`src/rtl/addsub_seq.sv`:
```
// Chunk-serial adder/subtractor: CHUNK bits per cycle, WIDTH/CHUNK cycles per operation.
// Optional build macro SATURATE_EN clamps signed-overflow results to the signed max/min.
//
// state | meaning
// IDLE  | waiting for start
// RUN   | processing one chunk per cycle, LSB chunk first
// DONE  | result/flags just published, done pulses; start here relaunches immediately
module addsub_seq #(
  parameter int WIDTH = 32,
  parameter int CHUNK = 8
) (
  input  logic             clock,
  input  logic             clear,
  input  logic             start,
  input  logic             op,
  input  logic [WIDTH-1:0] A,
  input  logic [WIDTH-1:0] B,
  output logic             busy,
  output logic             done,
  output logic [WIDTH-1:0] Result,
  output logic             carry_out,
  output logic             overflow,
  output logic             zero,
  output logic             negative
);

  localparam int N  = WIDTH / CHUNK;
  localparam int CW = (N > 1) ? $clog2(N) : 1;

  if (CHUNK < 1 || (WIDTH % CHUNK) != 0) begin : g_bad_cfg
    $error("addsub_seq: WIDTH must be a positive multiple of CHUNK");
  end

  typedef enum logic [1:0] {IDLE, RUN, DONE} state_t;

  state_t           state;
  logic [WIDTH-1:0] a_q, b_q, sum_q;
  logic             op_q;
  logic [CW-1:0]    cnt;
  logic             carry;

  logic [CHUNK-1:0] a_chunk, b_chunk;
  logic [CHUNK:0]   csum;
  logic [WIDTH-1:0] sum_next, res_final;
  logic             last, ovf;

  always_comb begin
    a_chunk  = '0;
    b_chunk  = '0;
    for (int i = 0; i < N; i++) begin
      if (cnt == CW'(i)) begin
        a_chunk = a_q[i*CHUNK +: CHUNK];
        b_chunk = b_q[i*CHUNK +: CHUNK];
      end
    end
    csum = {1'b0, a_chunk} + {1'b0, b_chunk ^ {CHUNK{op_q}}} + {{CHUNK{1'b0}}, carry};
    sum_next = sum_q;
    for (int i = 0; i < N; i++) begin
      if (cnt == CW'(i)) sum_next[i*CHUNK +: CHUNK] = csum[CHUNK-1:0];
    end
  end

  assign last = (cnt == CW'(N - 1));
  // Subtract compares A's sign against the sign of the inverted B operand.
  assign ovf  = (a_q[WIDTH-1] == (b_q[WIDTH-1] ^ op_q)) && (sum_next[WIDTH-1] != a_q[WIDTH-1]);

`ifdef SATURATE_EN
  always_comb begin
    res_final = sum_next;
    if (ovf) res_final = a_q[WIDTH-1] ? {1'b1, {(WIDTH-1){1'b0}}} : {1'b0, {(WIDTH-1){1'b1}}};
  end
`else
  assign res_final = sum_next;
`endif

  always_ff @(posedge clock or posedge clear) begin
    if (clear) begin
      state     <= IDLE;
      a_q       <= '0;
      b_q       <= '0;
      sum_q     <= '0;
      op_q      <= 1'b0;
      cnt       <= '0;
      carry     <= 1'b0;
      busy      <= 1'b0;
      done      <= 1'b0;
      Result    <= '0;
      carry_out <= 1'b0;
      overflow  <= 1'b0;
      zero      <= 1'b1;
      negative  <= 1'b0;
    end else begin
      done <= 1'b0;
      case (state)
        IDLE, DONE: begin
          if (start) begin
            state <= RUN;
            a_q   <= A;
            b_q   <= B;
            op_q  <= op;
            cnt   <= '0;
            carry <= op;
            busy  <= 1'b1;
          end else begin
            state <= IDLE;
          end
        end
        RUN: begin
          sum_q <= sum_next;
          carry <= csum[CHUNK];
          cnt   <= cnt + 1'b1;
          if (last) begin
            state     <= DONE;
            busy      <= 1'b0;
            done      <= 1'b1;
            Result    <= res_final;
            carry_out <= csum[CHUNK];
            overflow  <= ovf;
            zero      <= (res_final == '0);
            negative  <= res_final[WIDTH-1];
          end
        end
        default: begin
          state <= IDLE;
          busy  <= 1'b0;
        end
      endcase
    end
  end

endmodule

```
`config.mk`:
```
export PLATFORM = sky130hd
export DESIGN_NAME = addsub_seq
export DESIGN_NICKNAME = d
export VERILOG_FILES = /design/src/rtl/addsub_seq.sv
export SDC_FILE = /design/constraint.sdc
export NUM_CORES = 1
export LEC_CHECK = 0
export CAP_MARGIN = 20
export CORE_UTILIZATION = 35
export CTS_CLUSTER_SIZE = 14
export DETAILED_ROUTE_END_ITERATION = 6
export GPL_ROUTABILITY_DRIVEN = 0
export PLACE_DENSITY = 0.56
export SLEW_MARGIN = 20
export SYNTH_ARGS = -nofsm -noshare
export SYNTH_HDL_FRONTEND = slang
export SYNTH_SLANG_ARGS = --single-unit
export TNS_END_PERCENT = 30
```
`constraint.sdc`:
```
create_clock -name clock -period 4.6 [get_ports clock]
set_input_delay 0.92 -clock clock [delete_from_list [all_inputs] [get_ports clock]]
set_output_delay 0.92 -clock clock [all_outputs]
set_load 0.01 [all_outputs]
```
==> summary.md <==
| Metric | Value |
|---|---|
| Starting DRC count in detailed routing | `326` |
| First-pass GRT wire length | `26300 microns` |
| Total GRT Usage | `0.187` |
| Hold Buf Count CTS | `0` |
| Initial antenna violation count | `0` |
| Setup TNS | `0 ns` |
| Diodes inserted | `0` |
| Syn_nets | `695` |
| CP top delay family | `adder cells` |
| Synth unique cells | `51` |
| Die span in y | `137 microns` |
| Post_cts resized | `0` |
| Skew-Pair Late Insertion Delay | `0.43 ns` |
| Least-Margin Pin Slew | `0.839 ns` |
| Final Hold Fails | `0` |
| Layout Nets | `790` |
| Clock Tree Buf Depth | `2` |
| Post-DP Area | `7630 sq um` |
| Initial core utilization | `0.363` |
| Port Buf Inserts | `105` |
| Crit path max fanout | `16` |
| DR pass1 iterations | `4` |
| Met2 GRT Util | `0.295` |
| Met3 Resource Use GR | `0.0367` |
| Layout Area Growth over Synthesis | `28.9%` |
| Cell Rows | `48` |
| Sequential share of the synthesized area | `0.520` |
| Yosys warning total | `0` |
| GRT busiest layer | `met2` |
| Slowest library cell on the worst path | `fa_1` |
| Critical Path RT | `4.94 ns` |
| Tmin final | `4.09 ns` |
| Detail Placement HPWL | `11500 microns` |
| Commonest non-fill, non-tap cells in the layout | `dfrtp_1, clkdlybuf4s50_1, nand2_1` |
| Slew HR | `0.440` |
| Type of origin of the critical path | `register` |
| Worst setup EP type | `register` |
| Die Wd | `137 microns` |
| Routed WL | `15800 microns` |
| CP arrival | `4.43 ns` |
| Setup Crit Path Kind | `register to register` |
| Sequential cell area | `3300 sq um` |
| Slew Limit Fails | `0` |
| Multi-input gate area | `2860 sq um` |
| Worst-path clk slew | `0.06 ns` |
| Largest net degree at the start of global routing | `133` |
| Crit path largest cell delay | `0.61 ns` |
| Final worst path period share | `0.890` |
| Cells along the critical path | `inv_1 -> ha_1 -> buf_4 -> nor2_1 -> a21oi_1 -> nor2_1 -> a21oi_1 -> o21ai_0 -> fa_1 -> fa_1 -> mux2i_1 -> o21ai_0 -> or4_1 -> nor4_1 -> o2111ai_1 -> o31ai_2` |
| Root Driver | `clkbuf_16` |
| Via count | `4791` |
| Share of cells above drive strength 1 | `0.178` |
| Total gr overflow | `0` |
| Mapped cell area | `6350 sq um` |
| Main combinational cell family by area after synthesis | `multiplexers` |
| Die ar. | `18700 sq um` |
| WL/cell | `16.7 microns` |
| Vias/cell | `5.06` |
| Simple-gate share of the synthesized area | `0.126` |
| Peak Freq | `0.244 GHz` |
| Met1 Usage GRT | `0.252` |
| Most common flop cell mapped by yosys | `dfrtp_1` |
| Most common cell after layout, fill and taps aside | `dfrtp_1` |
| Unrepaired setup endpoints after global routing | `no` |
| Clock sink count | `132` |
| Status | `complete, no violations` |
| H-tree levels | `4` |
| DRC | `0` |
| Clk_skew | `0.0128 ns` |
| XOR/XNOR share of the synthesized area | `0.0233` |
| Post-CTS Setup Bufs | `0` |
| Number of global-route vias before repair | `4885` |
| Post-DRT Antenna Nets | `0` |
| Final Util | `0.468` |
| Register bit total from synthesis | `132` |
| Cts bufs inserted | `17` |
| FILL cells | `1576` |
| Final instance area | `8180 sq um` |
| Core box area | `17500 sq um` |
| CTS tree | `built` |
| Setup Viol. Count Final | `0` |
| Synthesized area per cell | `10.3 sq um` |
| Mux cell area share after synthesis | `0.140` |
| Hold crit path type | `register to register` |
| Post-synthesis compound-gate area fraction | `0.131` |
| Buf/Inv on CP | `2` |
| Post-Synthesis Cells | `614` |
| Post-synth ARST share | `1.00` |
| MaxCap Viol Count | `0` |
| Adder-cell share of the synthesized area | `0.0280` |
| Io pins | `106` |
| EDFF count, synth | `0` |
metal layers:
metal / vias to the layer above / part of all wire
met2: 134 / 0.47
li1: 2326 / -
met5: - / 0
met3: 21 / 0.045
met4: 0 / 0.019
met1: 2310 / 0.47
final cells by class:
class,instances,area share
clock inverters,13,0.0136
inverters,9,0.00443
flip-flops and latches,132,0.404
repair buffers,117,0.141
clock buffers,18,0.0537
multi-input cells,432,0.349
well taps,225,0.0344
registers in the layout, indices dropped and copies added, names as in the netlist:
name	count
Result	32
a_q	32
b_q	32
sum_q	25
cnt	2
state	2
busy	1
carry	1
carry_out	1
done	1
op_q	1
overflow	1
zero	1
logic make-up (layout without fill, tap and decap cells):
| group | Yosys count | in the layout |
|---|---|---|
| DFF | 132 | 132 |
| and+or+nand+nor | 177 | 177 |
| xor gates and xnor gates | 16 | 16 |
| adders and majority gates | 13 | 13 |
| buffers and inverters | 50 | 157 |
| muxes | 80 | 80 |
| AOI/OAI and AO/OA | 146 | 146 |
worst min-delay path, stage by stage (launching register included):
cell     delay [ns]
dfrtp_1        0.34
nand2_1        0.05
nand2_1        0.05
path summary, 6_finish.rpt:
kind | start | endpoint | slack (ns) | cells after the start
worst max-delay path | cnt[1] | zero | 0.51 | 16
worst min-delay path | Result[24] | Result[24] | 0.47 | 2
worst max register to register | cnt[1] | zero | 0.51 | 16
worst min register to register | Result[24] | Result[24] | 0.47 | 2
max in group asynchronous | clear | cnt[0] | 3.01 | 3
min in group asynchronous | clear | Result[22] | 1.01 | 3
synth_stat cells, types with 3 or more instances:
library cell / instances / share of area
a21o_1: 3 / 0.0035
a21oi_1: 49 / 0.039
a22o_1: 3 / 0.0041
a31oi_1: 7 / 0.0069
buf_1: 8 / 0.0047
buf_2: 5 / 0.0039
clkbuf_1: 27 / 0.016
dfrtp_1: 131 / 0.52
ha_1: 11 / 0.022
inv_1: 8 / 0.0047
mux2_2: 72 / 0.13
mux2i_1: 8 / 0.013
nand2_1: 86 / 0.051
nand2b_1: 5 / 0.0049
nand3b_1: 9 / 0.011
nor2_1: 50 / 0.030
nor2b_1: 8 / 0.0079
nor4_1: 5 / 0.0049
o21a_1: 5 / 0.0059
o21ai_0: 61 / 0.048
o22ai_1: 3 / 0.0030
or3_1: 3 / 0.0030
xnor2_1: 5 / 0.0069
xor2_1: 10 / 0.014
per-stage QoR:
stage / worst slack, ns / instances / hold slack [ns]
final: 0.506 / 946 / 0.474
after CTS: 0.547 / 946 / 0.482
after global routing: 0.205 / 946 / 0.496
after detailed placement: 0.565 / 915 / 0.469
after floorplan: 0.156 / 614 / 0.442
after global placement: 0.716 / 915 / 0.462
Power is not shown: default switching activity piles up to over one toggle a cycle in this logic, so the estimate is an artifact.
